File: config.mk
export PLATFORM = sky130hd
export DESIGN_NAME = clock_monitor
export DESIGN_NICKNAME = d
export VERILOG_FILES = /design/src/rtl/clock_monitor_pkg.sv /design/src/rtl/clock_monitor_channel.sv /design/src/rtl/clock_monitor.sv
export SDC_FILE = /design/constraint.sdc
export NUM_CORES = 1
export LEC_CHECK = 0
export CAP_MARGIN = 20
export CORE_UTILIZATION = 45
export CTS_CLUSTER_SIZE = 8
export DETAILED_ROUTE_END_ITERATION = 16
export PLACE_DENSITY_LB_ADDON = 0.1
export SETUP_SLACK_MARGIN = 0.2
export SLEW_MARGIN = 20
export SYNTH_ARGS = -nofsm -noshare
export SYNTH_HDL_FRONTEND = slang
export SYNTH_SLANG_ARGS = --single-unit
File: constraint.sdc
create_clock -name clk -period 1.8 [get_ports clk]
set_input_delay 0.45 -clock clk [delete_from_list [all_inputs] [get_ports clk]]
set_output_delay 0.45 -clock clk [all_outputs]
set_load 0.05 [all_outputs]
File: src/rtl/clock_monitor_pkg.sv
// rtl/clock_monitor_pkg.sv - shared state type and count width for the clock monitor
package clock_monitor_pkg;

  localparam int CNT_W = 8;
  localparam logic [CNT_W-1:0] CNT_MAX = '1;

  typedef enum logic [2:0] {
    ST_IDLE,
    ST_ARM,
    ST_CHECK,
    ST_MONITOR,
    ST_FAULT
  } state_e;

endpackage

File: src/rtl/clock_monitor_channel.sv
// rtl/clock_monitor_channel.sv - one monitored clock: synchronizer, half-period counter, FSM, status
module clock_monitor_channel
  import clock_monitor_pkg::*;
#(
  parameter int MIN     = 4,
  parameter int MAX     = 6,
  parameter int TIMEOUT = 32
) (
  input  logic             clk,
  input  logic             reset,
  input  logic             mon_clk_i,
  input  logic             enable_i,
  input  logic             clear_i,
  output logic             ok_o,
  output logic             fault_o,
  output logic             fault_set_o,
  output logic [CNT_W-1:0] period_o
);

  logic             sync1_q, sync2_q, sync3_q;
  logic [CNT_W-1:0] cnt_q;
  logic [CNT_W-1:0] period_q;
  state_e           state_q;
  logic             ok_q, fault_q, fault_set_q;

  logic             edge_det;
  logic [CNT_W-1:0] cnt_inc;
  logic             timeout;
  logic             in_range;

  assign edge_det = sync2_q ^ sync3_q;
  // Saturating increment doubles as the measured half-period on an edge cycle.
  assign cnt_inc  = (cnt_q == CNT_MAX) ? cnt_q : cnt_q + CNT_W'(1);
  assign timeout  = (cnt_inc >= CNT_W'(TIMEOUT));
  assign in_range = (cnt_inc >= CNT_W'(MIN)) && (cnt_inc <= CNT_W'(MAX));

  always_ff @(posedge clk or negedge reset) begin
    if (!reset) begin
      sync1_q     <= 1'b0;
      sync2_q     <= 1'b0;
      sync3_q     <= 1'b0;
      cnt_q       <= '0;
      period_q    <= '0;
      state_q     <= ST_IDLE;
      ok_q        <= 1'b0;
      fault_q     <= 1'b0;
      fault_set_q <= 1'b0;
    end else begin
      sync1_q     <= mon_clk_i;
      sync2_q     <= sync1_q;
      sync3_q     <= sync2_q;
      fault_set_q <= 1'b0;
      if (clear_i) fault_q <= 1'b0;

      if (!enable_i) begin
        state_q <= ST_IDLE;
        cnt_q   <= '0;
        ok_q    <= 1'b0;
      end else begin
        case (state_q)
          ST_IDLE: begin
            cnt_q   <= '0;
            state_q <= ST_ARM;
          end
          ST_ARM, ST_CHECK, ST_MONITOR: begin
            if (edge_det) begin
              cnt_q <= '0;
              if (state_q == ST_ARM) begin
                state_q <= ST_CHECK;
              end else begin
                period_q <= cnt_inc;
                if (in_range) begin
                  state_q <= ST_MONITOR;
                  ok_q    <= 1'b1;
                end else begin
                  state_q     <= ST_FAULT;
                  ok_q        <= 1'b0;
                  fault_q     <= 1'b1;
                  fault_set_q <= 1'b1;
                end
              end
            end else if (timeout) begin
              cnt_q       <= cnt_inc;
              state_q     <= ST_FAULT;
              ok_q        <= 1'b0;
              fault_q     <= 1'b1;
              fault_set_q <= 1'b1;
            end else begin
              cnt_q <= cnt_inc;
            end
          end
          ST_FAULT: begin
            if (clear_i) begin
              state_q <= ST_ARM;
              cnt_q   <= '0;
            end
          end
          default: begin
            state_q <= ST_IDLE;
            cnt_q   <= '0;
            ok_q    <= 1'b0;
          end
        endcase
      end
    end
  end

  assign ok_o        = ok_q;
  assign fault_o     = fault_q;
  assign fault_set_o = fault_set_q;
  assign period_o    = period_q;

endmodule

File: src/rtl/clock_monitor.sv
// rtl/clock_monitor.sv - dual clock monitor (lsi and wdt) with shared clear and fault interrupt
module clock_monitor
  import clock_monitor_pkg::*;
#(
  parameter int LSI_MIN = 4,
  parameter int LSI_MAX = 6,
  parameter int WDT_MIN = 9,
  parameter int WDT_MAX = 11,
  parameter int TIMEOUT = 32
) (
  input  logic             clk,
  input  logic             reset,
  input  logic             lsi_clk,
  input  logic             wdt_clk,
  input  logic             lsi_enable,
  input  logic             wdt_enable,
  input  logic             clear_status,
  output logic             lsi_ok,
  output logic             wdt_ok,
  output logic             lsi_fault,
  output logic             wdt_fault,
  output logic [CNT_W-1:0] lsi_period,
  output logic [CNT_W-1:0] wdt_period,
  output logic             fault_irq
);

  logic lsi_fault_set, wdt_fault_set;
  logic irq_q;

  clock_monitor_channel #(
    .MIN     (LSI_MIN),
    .MAX     (LSI_MAX),
    .TIMEOUT (TIMEOUT)
  ) u_lsi (
    .clk         (clk),
    .reset       (reset),
    .mon_clk_i   (lsi_clk),
    .enable_i    (lsi_enable),
    .clear_i     (clear_status),
    .ok_o        (lsi_ok),
    .fault_o     (lsi_fault),
    .fault_set_o (lsi_fault_set),
    .period_o    (lsi_period)
  );

  clock_monitor_channel #(
    .MIN     (WDT_MIN),
    .MAX     (WDT_MAX),
    .TIMEOUT (TIMEOUT)
  ) u_wdt (
    .clk         (clk),
    .reset       (reset),
    .mon_clk_i   (wdt_clk),
    .enable_i    (wdt_enable),
    .clear_i     (clear_status),
    .ok_o        (wdt_ok),
    .fault_o     (wdt_fault),
    .fault_set_o (wdt_fault_set),
    .period_o    (wdt_period)
  );

  // Simultaneous entries on both channels merge into one pulse.
  always_ff @(posedge clk or negedge reset) begin
    if (!reset) irq_q <= 1'b0;
    else        irq_q <= lsi_fault_set | wdt_fault_set;
  end

  assign fault_irq = irq_q;

endmodule
Word level (Yosys, flattened, before mapping)
Cells that the tools add are included.
{ "totals": {"reg_bits": 51, "inputBits": 7, "out_inout_bits": 21, "word_cells": 124} }
{ "op_classes": {"n_addsub": 2, "n_lt_le_gt_ge": 6, "n_eq_ne": 18, "muxes": 60, "bitwise_logic": 5, "n_reduce_logical": 14} }
{ "ops": {"columns": ["op", "count"], "rows": [
  ["$mux W8", 7],
  ["$mux W1", 36],
  ["$mux W3", 11],
  ["$pmux W8 S2", 2],
  ["$pmux W3 S3", 2],
  ["$add A8 B1 Y8 const B", 2],
  ["$eq A8 B8 Y1 const B", 2],
  ["$ge A8 B6 Y1 const B", 2],
  ["$eq A3 B2 Y1 const B", 4],
  ["$ge A8 B3 Y1 const B", 1],
  ["$ge A8 B4 Y1 const B", 1],
  ["$le A8 B3 Y1 const B", 1],
  ["$le A8 B4 Y1 const B", 1],
  ["$ne A4 B2 Y1 const B", 2],
  ["$ne A4 B4 Y1 const B", 2],
  ["$reduce_and A4 Y1", 2],
  ["$eq A3 B1 Y1 const B", 2],
  ["$eq A3 B3 Y1 const B", 2],
  ["$logic_not A3 Y1", 2],
  ["$ne A3 B3 Y1 const B", 2],
  ["$reduce_and A3 Y1", 2],
  ["$reduce_or A3 Y1", 2],
  ["$ne A2 B2 Y1 const B", 2],
  ["$pmux W1 S2", 2],
  ["other kinds (6)", 11]
]} }

Logic depth before layout (Yosys ltp)
Gate-level depths: netlist of run 1.
{ "depth": {"word_depth": 9, "ltp_mapped": 7, "depth_no_buf": 6} }

Cells and area by module
A second synthesis of run 1 with hierarchy kept.
{ "hier_totals": {"hier_cells": 282, "hier_area_um2": 2621.3} }
{ "modules_own_cells": {"columns": ["module", "instances", "cells_each", "area_each_um2", "seq_area_each_um2"], "rows": [
  ["clock_monitor_channel (u_lsi)", 1, 139, 1298.7, 625.6],
  ["clock_monitor_channel (u_wdt)", 1, 141, 1291.2, 625.6],
  ["clock_monitor", 1, 2, 31.3, 25.0]
]} }

Least setup slack after synthesis of run 1
No wires, ideal clock.
{ "synth_timing": {"path_type": "register -> register", "start": "register u_lsi.cnt_q[0]", "end": "register u_lsi.state_q[0]", "setup_time_ns": 0.073, "t_arrival_ns": 1.906, "required_time_ns": 1.727, "setup_slack_ns": -0.179, "path_stages_with_launch": 8, "path_buffers": 1, "period_less_slack_ns": 1.979, "path_cell_list": "dfrtp_1 -> ha_1 -> nand2_2 -> or3_1 -> buf_2 -> and3b_4 -> nor4_4 -> a2bb2oi_2"} }
{ "synth_via": {"elab_chain_len": 9, "word_cells_on_any_way": 14, "cone_classes": "add/sub (1); order compare (3); eq/ne (2); mux (6); reduce/logical (2)"} }
{ "synth_lines": {"columns": ["element", "line", "text"], "rows": [
  ["start: declaration", "clock_monitor_channel.sv:21", "logic [CNT_W-1:0] cnt_q;"],
  ["start signal: assignment", "clock_monitor_channel.sv:83", "cnt_q <= cnt_inc;"],
  ["start signal: assignment", "clock_monitor_channel.sv:89", "cnt_q <= cnt_inc;"],
  ["$add A8 B1 Y8 or $eq A8 B8 Y1 (tied branches)", "clock_monitor_channel.sv:33", "assign cnt_inc = (cnt_q == CNT_MAX) ? cnt_q : cnt_q + CNT_W'(1);"],
  ["$mux W8 *", "clock_monitor_channel.sv:33", null],
  ["$ge A8 B3 Y1 or $le A8 B3 Y1 (tied branches)", "clock_monitor_channel.sv:35", "assign in_range = (cnt_inc >= CNT_W'(MIN)) && (cnt_inc <= CNT_W'(MAX));"],
  ["$logic_and A1 B1 Y1", "clock_monitor_channel.sv:35", null],
  ["$mux W3", "clock_monitor_channel.sv:72", "if (in_range) begin"],
  ["$mux W3", "clock_monitor_channel.sv:68", "if (state_q == ST_ARM) begin"],
  ["$mux W3", "clock_monitor_channel.sv:66", "if (edge_det) begin"],
  ["$pmux W3 S3", "clock_monitor_channel.sv:60", "case (state_q)"],
  ["$mux W3", "clock_monitor_channel.sv:55", "if (!enable_i) begin"],
  ["end signal: assignment", "clock_monitor_channel.sv:56", "state_q <= ST_IDLE;"],
  ["end signal: assignment", "clock_monitor_channel.sv:63", "state_q <= ST_ARM;"],
  ["end signal: assignment", "clock_monitor_channel.sv:69", "state_q <= ST_CHECK;"],
  ["end: declaration", "clock_monitor_channel.sv:23", "state_e state_q;"]
]} }
Mark *: on every way between the ends. The rest lies on a longest branch, timed or not.
A chain may end at the register's enable or synchronous reset.

Final worst setup path of run 1
{ "layout_timing": {"start": "register u_lsi.cnt_q[1]", "end": "register u_lsi.state_q[0]"} }
Same word-level chain as after synthesis.

==> results of run 1 <==
==> critical path: cells and delay by family (launching register included) <==
kind                     cells  cell delay (ps)
buffers and inverters        1              120
flip-flops                   1              460
AND/OR/NAND/NOR              1              360
AO/OA/AOI/OAI                4              560
adder cells (fa/ha/maj)      1              200
==> synth_stat cells (4+ instances only) <==
cell type | count | area (um^2)
dfrtp_1 | 51 | 1280
nand2_1 | 35 | 131
nor2_1 | 22 | 82.6
o21ai_0 | 18 | 90.1
a21oi_1 | 17 | 85.1
o21ai_1 | 14 | 70.1
and3_1 | 8 | 50.1
nand3_1 | 8 | 40.0
nor3_1 | 8 | 40.0
clkbuf_1 | 7 | 26.3
buf_2 | 6 | 30.0
inv_1 | 6 | 22.5
xnor2_1 | 6 | 52.6
o31ai_1 | 5 | 37.5
and2_1 | 4 | 25.0
nand4_1 | 4 | 25.0
o22ai_1 | 4 | 25.0
or3_1 | 4 | 25.0
==> placed cells by master (no fill, tap or decap), drive strengths merged, types with 2 or more instances in the layout <==
cell type	n
xnor2	6
a22o	2
clkdlybuf4s50	4
and2	4
mux2i	3
clkinv	3
nand2	36
o22ai	4
clkbuf	5
nand3	9
o221ai	2
buf	96
o21bai	2
a21oi	18
xor2	2
or3	4
a31oi	3
ha	2
nand4	4
mux2	2
nor2	22
a21o	2
nor3	9
a211o	2
o21ai	32
o31ai	5
and3	8
inv	6
dfrtp	51
nor4	2
nand2b	3
==> cell type report <==
type                            instances  share of cell area, %
Clock inverter                          3                  0.381
Timing Repair Buffer                  101                   21.7
Multi-Input combinational cell        208                   40.7
Clock buffer                            5                   1.75
Tap cell                               72                   2.29
Inverter                                6                  0.571
Sequential cell                        51                   32.6
==> registers in the layout, indices dropped and copies added (netlist names) <==
name               flops
u_lsi.cnt_q            8
u_lsi.period_o         8
u_wdt.cnt_q            8
u_wdt.period_o         8
u_lsi.state_q          3
u_wdt.state_q          3
fault_irq              1
u_lsi.fault_o          1
u_lsi.fault_set_o      1
u_lsi.ok_o             1
u_lsi.sync1_q          1
u_lsi.sync2_q          1
u_lsi.sync3_q          1
u_wdt.fault_o          1
u_wdt.fault_set_o      1
u_wdt.ok_o             1
u_wdt.sync1_q          1
u_wdt.sync2_q          1
u_wdt.sync3_q          1
==> through the flow <==
step / cells / hold WS (ps) / area, um^2 / TNS (ps) / utilization [%]
4_1_cts: 430 / 122 / 3570 / 0 / 64.4
5_1_grt: 446 / 143 / 3940 / -58.9 / 71.1
3_3_place_gp: 410 / 332 / 3250 / -2010 / 58.6
6_report: 446 / 109 / 3940 / 0 / 71.1
3_5_place_dp: 410 / 336 / 3250 / -2890 / 58.6
2_1_floorplan: 279 / 154 / 2670 / 0 / -
==> worst paths after layout <==
kind,start,end,slack [ps],cells past startpoint
worst min register to register,u_lsi.sync1_q$_DFF_PN0_,u_lsi.sync2_q$_DFF_PN0_,350,0
worst min-delay path,reset,u_wdt.cnt_q[3]$_DFFE_PN0P_,110,2
worst max-delay path,u_lsi.cnt_q[1]$_DFFE_PN0P_,u_lsi.state_q[0]$_DFFE_PN0P_,40,7
worst max register to register,u_lsi.cnt_q[1]$_DFFE_PN0P_,u_lsi.state_q[0]$_DFFE_PN0P_,40,7
max in group asynchronous,reset,u_wdt.cnt_q[0]$_DFFE_PN0P_,1440,2
min in group clk,u_lsi.sync1_q$_DFF_PN0_,u_lsi.sync2_q$_DFF_PN0_,350,0
==> cells by family after synthesis <==
| kind of cell | Yosys count |
|---|---|
| compound gates | 86 |
| xor+xnor | 8 |
| fa+ha+maj | 2 |
| buf+inv | 20 |
| flops | 51 |
| mux | 5 |
| simple gates | 107 |
==> per-layer routing <==
layer  up-vias  track usage (%)  part of all wire (%)
li1       1207                -                     -
met1      1204             33.1                    47
met2        76             33.4                    46
met3        11             3.95                   5.7
met4         0             9.07                   1.6
met5         -                0                     0
==> power breakdown <==
group	switching, mW	internal [mW]	total [mW]
clock	0.381	0.267	0.648
sequential	0.0774	1.24	1.32
combinational	0.486	0.286	0.772
==> timing repair <==
item	CTS	global route
gates resized for setup	30	65
buffers inserted	12	16
endpoints found under the setup margin	27	40
pin swaps	20	35
==> flow_metrics.tcl, run 1 <==
set metrics [dict create \
    status "finished, final reports clean" \
    syn_to_final_growth_pct 51.2 \
    drive_gt1_share_pct 47.3 \
    synth_area_mm2 0.00261 \
    synth_fa_ha_area_share_pct 0.960 \
    final_hold_viol_count 0 \
    cp_max_fo 6 \
    synthMuxAreaShare_pct 2.02 \
    htreeDepth 2 \
    relSlewSlack_pct 70.6 \
    antenna_cells 0 \
    grt_pass1_vias 2202 \
    firstDrtPassIters 4 \
    synth_compound_area_share_pct 21.1 \
    postSynth.asyncResetShare_pct 100 \
    syn_avg_cell_area_um2 9.35 \
    period_minus_slack_ps 1760 \
    cts-root-buf "clkbuf_8" \
    rsz0062_at_grt "yes" \
    crit_chain "ha_4, buf_6, a21oi_2, a21oi_2, o32a_1, nor4_4, a2bb2oi_2" \
    cts_buffers 5 \
    synth_enable_flop_cells 0 \
    synthSimpleGateAreaFrac_pct 21.0 \
    synth_seq_cells 51 \
    cp.arrival_ps 2010 \
    endpoint_kind "flip-flop" \
    seq_area_frac_synth_pct 48.9 \
    power_mw 2.74 \
    leakagePower_nw 1.77 \
    tightest_slew_ps 439 \
    drt_iter0_drc 270 \
    synth.net_count 288 \
    start_kind "flip-flop" \
    post_drt_wl_per_cell_um 15.9 \
    grt_first_pass_wirelength_um 10600 \
    clockBufferDepth 2 \
    crit_slowest_cell "dfrtp_2" \
    power_density_mw_per_mm2 695 \
    clkSinkCount 51 \
    coreArea_mm2 0.00554 \
    wl_um 7110 \
    via_count 2498 \
    path_class "flip-flop to flip-flop" \
    rows 27 \
    ys.warnings.count 0 \
    ctsHoldBuffers 0 \
    drc 0 \
    portBuffers 27 \
    die-width_um 78.1 \
    synth_top_family_by_area "compound AO/OA/AOI/OAI gates" \
    path_clk_slew_ps 90 \
    clk_latency_ps 310 \
    dp_hpwl_um 4480 \
    crit_required_ps 2050 \
    synthFlopType "dfrtp_1" \
    maxCapViolations 0 \
    synthXorXnorAreaFrac_pct 2.69 \
    start_util_pct 47.1 \
    crit_path_frequent_cell "a21oi_2" \
    antenna_found_initial 0 \
    seqCellArea_mm2 0.00128 \
    syn_inst 279 \
    io_pins 28 \
    grt_max_degree 52 \
    fmax_mhz 568 \
    die_h_um 78.1 \
    grt_use_total_pct 22.7 \
    dp_slack_ps -190 \
    clock_skew_ps 5.92 \
    ir_drop_mv 0.565 \
    gr-total-overflow 0 \
    fin_ws_ps 37.9 \
    detail-route-antenna-nets 0 \
    setup_viol 0 \
    timing.final.crit_share_pct 97.9 \
    finalNetCount 382 \
    hp-class "input pin to async pin" \
    slew_viol_final 0 \
    place_congestion 0.899 \
    synth.distinct_cells 57 \
    via_per_inst 5.60 \
    nFillCells 426 \
    cp_slowest_stage_delay_ps 460 \
    cts_tree "done" \
    die_area_mm2 0.00610 \
    multiInputGateArea_mm2 0.00160 \
]
Power figures use the tool's default switching activity.
==> inputs of run 2 (changes only) <==
CORE_UTILIZATION = 39   (was 45)
==> flow_metrics.tcl, run 2 (synthesis gave the netlist of run 1 again) <==
set metrics [dict create \
    io_pins 28 \
    clkSinkCount 51 \
    final_hold_viol_count 0 \
    crit_required_ps 2040 \
    gr-total-overflow 0 \
    wl_um 6930 \
    maxCapViolations 0 \
    via_per_inst 5.42 \
    clockBufferDepth 2 \
    finalNetCount 379 \
    critPathLaunch "u_lsi.cnt_q[1]$_DFFE_PN0P_" \
    path_clk_slew_ps 90 \
    coreArea_mm2 0.00639 \
    timing.final.crit_share_pct 101 \
    crit_chain "ha_4, nand2_4, buf_6, or3_4, and3b_4, nor4_4, a2bb2oi_2" \
    grt_max_degree 25 \
    grt_pass1_vias 2386 \
    relSlewSlack_pct 71.5 \
    place_congestion 0.873 \
    detail-route-antenna-nets 0 \
    r2r-start "u_lsi.cnt_q[1]$_DFFE_PN0P_" \
    endpoint_kind "flip-flop" \
    antenna_found_initial 0 \
    place_inst 420 \
    clock_skew_ps 3.42 \
    cts_buffers 5 \
    die_area_mm2 0.00702 \
    start_util_pct 40.8 \
    leakagePower_nw 1.76 \
    crit_cells 7 \
    fin_ws_ps -21.0 \
    fmax_mhz 549 \
    drive_gt1_share_pct 43.8 \
    period_minus_slack_ps 1820 \
    dp_hpwl_um 4690 \
    power_density_mw_per_mm2 706 \
    r2r_cells 7 \
    cp_slowest_stage_delay_ps 410 \
    mostFrequentLayoutCells "buf_4 (74), dfrtp_1 (48), nand2_1 (32)" \
    violations "negative setup slack" \
    cp.arrival_ps 2060 \
    portBuffers 27 \
    drt_iter0_drc 191 \
    slew_viol_final 0 \
    firstDrtPassIters 4 \
    rows 29 \
    power_mw 2.75 \
    cp_max_fo 3 \
    rsz0062_at_grt "yes" \
    cts-root-buf "clkbuf_8" \
    drc 0 \
    htreeDepth 2 \
    setup_viol 2 \
    via_count 2422 \
    grt_use_total_pct 20.4 \
    finish.utilization_pct 61.0 \
    die_h_um 83.8 \
    clk_latency_ps 300 \
    finalNonFillerCells 447 \
    post_drt_wl_per_cell_um 15.5 \
    grt_first_pass_wirelength_um 11300 \
    syn_to_final_growth_pct 49.5 \
    critPathBufInv 1 \
    start_kind "flip-flop" \
    path_class "flip-flop to flip-flop" \
    cts_tree "done" \
    crit_slowest_cell "dfrtp_2" \
    antenna_cells 0 \
    ir_drop_mv 0.623 \
    final_common_cell "buf_4" \
    cp_top_family "simple AND/OR/NAND/NOR gates" \
    die-width_um 83.8 \
    tightest_slew_ps 427 \
    ctsHoldBuffers 0 \
    status "complete, but fails checks" \
    hp-class "input pin to async pin" \
]
run 2: cell types whose count changed in the layout (fill, tap and decap cells not counted), moves of 3 or more:
cell / delta
a21oi_1: +7
buf_4: -3
dfrtp_2: -4
a21oi_2: -6
dfrtp_1: +4
run 2: path summary, 6_finish.rpt:
kind	endpoint	slack [ps]
max reg2reg	u_lsi.state_q[0]$_DFFE_PN0P_	-20
min	u_wdt.period_o[5]$_DFFE_PN0P_	70
min in group clk	u_lsi.sync2_q$_DFF_PN0_	350
max in group asynchronous	u_lsi.cnt_q[5]$_DFFE_PN0P_	1210
max	u_lsi.state_q[0]$_DFFE_PN0P_	-20
min reg2reg	u_lsi.sync2_q$_DFF_PN0_	350
run 2: timing repair:
item,CTS,global route
gates resized for setup,33,50
setup buffers,9,11
endpoints found under the setup margin,31,43
pin swaps,19,29
run 2: through the flow:
stage	instance area, um^2	hold slack (ps)	setup slack, ps	setup TNS (ps)
floorplan	2670	154	45.0	0
detailed placement	3310	336	-119	-2270
global placement	3310	341	-128	-1990
CTS	3610	76.2	-69.8	-175
global route	3900	92.5	-80.9	-464
finish	3900	68.0	-21.0	-23.9
run 2: power by group:
group          internal [mW]  switching [mW]  leakage [nW]
logic                  0.274           0.479          1.03
registers               1.24          0.0715         0.679
clock network          0.303           0.380        0.0470
total                   1.82           0.930          1.76
run 2: layer usage:
layer  share of wire (%)  vias to the layer above  global-route usage (%)  wire [um]
met5                   0                        -                       0          0
met4                 1.4                        0                    7.24         96
met3                 4.7                       10                    4.65        324
met2                  46                       65                    30.3       3190
met1                  48                     1152                    29.0       3320
li1                    -                     1195                       -          -
run 2: final cells by class:
cell class / instances / area (um^2)
repair buffers: 98 / 837
clock buffers: 6 / 82.6
inverters: 6 / 22.5
multi-input cells: 208 / 1570
fillers: 535 / 2490
flip-flops and latches: 51 / 1280
well taps: 77 / 96.3
clock inverters: 1 / 5.00
==> inputs of run 3 (changes only) <==
clock period = 1.5 ns   (was 1.8 ns; I/O delays follow)
==> flow_metrics.tcl, run 3 (synthesis gave the netlist of run 1 again) <==
set metrics [dict create \
    finalNetCount 395 \
    p_comb_share_pct 30.9 \
    rsz0062_at_grt "yes" \
    cp.arrival_ps 2040 \
    via_count 2564 \
    crit_chain "ha_4, buf_6, a21oi_2, a21oi_2, o32a_1, nor4_4, a2bb2oi_2" \
    power.switching_mw 1.23 \
    gr-total-overflow 0 \
    p_sw_share_pct 30.7 \
    final_hold_viol_count 0 \
    start_kind "flip-flop" \
    mostFrequentLayoutCells "buf_4 (69), dfrtp_1 (44), nand2_1 (28)" \
    detail-route-antenna-nets 0 \
    coreArea_mm2 0.00639 \
    htreeDepth 2 \
    slew_viol_final 0 \
    grt_first_pass_wirelength_um 11800 \
    clock_skew_ps 5.51 \
    relSlewSlack_pct 75.9 \
    drc 0 \
    tightest_slew_ps 360 \
    final_common_cell "buf_4" \
    portBuffers 27 \
    seqPwrFrac_pct 40.5 \
    crit_required_ps 1740 \
    drt_iter0_drc 156 \
    critPathBufInv 1 \
    cp_top_family "compound AO/OA/AOI/OAI gates" \
    antenna_cells 0 \
    violations "negative setup slack" \
    rows 29 \
    drive_gt1_share_pct 53.0 \
    grt_max_degree 52 \
    clockBufferDepth 2 \
    ir_drop_mv 0.791 \
    via_per_inst 5.53 \
    cts-root-buf "clkbuf_8" \
    stdcell_area_mm2 0.00448 \
    dp_hpwl_um 4610 \
    pwr-share-clk_pct 28.6 \
    die-width_um 83.8 \
    status "complete, but fails checks" \
    endpoint_kind "flip-flop" \
    place_congestion 0.955 \
    cts_tree "done" \
    die_area_mm2 0.00702 \
    crit_slowest_cell "dfrtp_2" \
    post_drt_wl_per_cell_um 16.1 \
    wl_um 7470 \
    fmax_mhz 558 \
    cts_buffers 5 \
    cp_slowest_stage_delay_ps 470 \
    intPower_mw 2.78 \
    io_pins 28 \
    firstDrtPassIters 4 \
    rrSetupSlack_ps -290 \
    ctsHoldBuffers 0 \
    leakagePower_nw 1.95 \
    path_clk_slew_ps 100 \
    dpl_cell_area_mm2 0.00373 \
    clk_latency_ps 310 \
    crit_path_frequent_cell "a21oi_2" \
    antenna_found_initial 0 \
    fin_ws_ps -293 \
    cp_max_fo 7 \
    nFillCells 447 \
    clkSinkCount 51 \
    syn_to_final_growth_pct 71.8 \
    grt_use_total_pct 21.4 \
    finish.utilization_pct 70.1 \
    hp-class "input pin to async pin" \
    timing.final.crit_share_pct 120 \
    setup_viol 37 \
    path_class "flip-flop to flip-flop" \
    maxCapViolations 0 \
    grt_pass1_vias 2360 \
    setup-tns-final_ps -5330 \
    die_h_um 83.8 \
    power_density_mw_per_mm2 894 \
    start_util_pct 40.8 \
    period_minus_slack_ps 1790 \
]
## run 3: cell count changes in the layout (fill, tap and decap cells not counted), moves of 3 or more
cell           change
nand2_1            -4
a21oi_2            +8
dlygate4sd2_1      +3
buf_4              -5
dfrtp_2            +4
nor3_1             -3
buf_12            +21
dfrtp_1            -4
o21ai_1            +6
nand2_2            +3
o21ai_0            -8
a21oi_1            -8
## run 3: final timing paths
kind                                            start  cells after the start                            end
setup / recovery           u_lsi.cnt_q[0]$_DFFE_PN0P_                      7   u_lsi.state_q[0]$_DFFE_PN0P_
setup reg to reg           u_lsi.cnt_q[0]$_DFFE_PN0P_                      7   u_lsi.state_q[0]$_DFFE_PN0P_
hold reg to reg               u_wdt.sync1_q$_DFF_PN0_                      0        u_wdt.sync2_q$_DFF_PN0_
max in group asynchronous                       reset                      2     u_lsi.cnt_q[3]$_DFFE_PN0P_
min in group clk              u_wdt.sync1_q$_DFF_PN0_                      0        u_wdt.sync2_q$_DFF_PN0_
hold / removal                                  reset                      2  u_wdt.period_o[5]$_DFFE_PN0P_
## run 3: power by group through the flow
stage / clock network, mW / registers [mW] / logic, mW
5_1_grt: 1.23 / 1.64 / 1.31
4_1_cts: 1.17 / 1.63 / 1.18
6_report: 1.15 / 1.62 / 1.24
3_3_place_gp: 0 / 1.65 / 1.08
3_5_place_dp: 0 / 1.65 / 1.09
2_1_floorplan: 0 / 1.88 / 0.290
## run 3: layout make-up
class / instances / area [um^2] / area share, %
Sequential cell: 51 / 1280 / 28.7
Timing Repair Buffer: 114 / 1230 / 27.4
Multi-Input combinational cell: 208 / 1710 / 38.2
Clock buffer: 5 / 68.8 / 1.54
Clock inverter: 3 / 67.6 / 1.51
Tap cell: 77 / 96.3 / 2.15
Inverter: 6 / 22.5 / 0.503
## run 3: stage by stage
step | setup slack (ps) | std cells | power [mW] | hold slack, ps
5_1_grt | -367 | 464 | 4.17 | 59.4
2_1_floorplan | -251 | 279 | 2.17 | 79.4
3_5_place_dp | -415 | 431 | 2.74 | 337
3_3_place_gp | -408 | 431 | 2.74 | 335
4_1_cts | -302 | 455 | 3.98 | 48.8
6_report | -293 | 464 | 4.00 | 39.0
## run 3: repair_timing
| item | 4_1_cts | 5_1_grt |
|---|---|---|
| setup buffers | 15 | 8 |
| gates cloned | 1 | 1 |
| hold endpoints to repair | 0 | 0 |
| resized for setup | 70 | 35 |
| endpoints found under the setup margin | 44 | 53 |
| pin swaps | 28 | 26 |
## run 3: per-layer routing
metal	wire [um]	up-vias	global-route usage (%)
li1	-	1227	-
met1	3610	1278	31.1
met2	3540	53	33.6
met3	256	6	3.36
met4	60	0	5.39
met5	0	-	0
## run 3: worst reg2reg max path, cell delays in order, from the launching register on
cell and delay, ps:
dfrtp_2 470, ha_4 200, buf_6 120, a21oi_2 130, a21oi_2 40, o32a_1 240
nor4_4 390, a2bb2oi_2 150
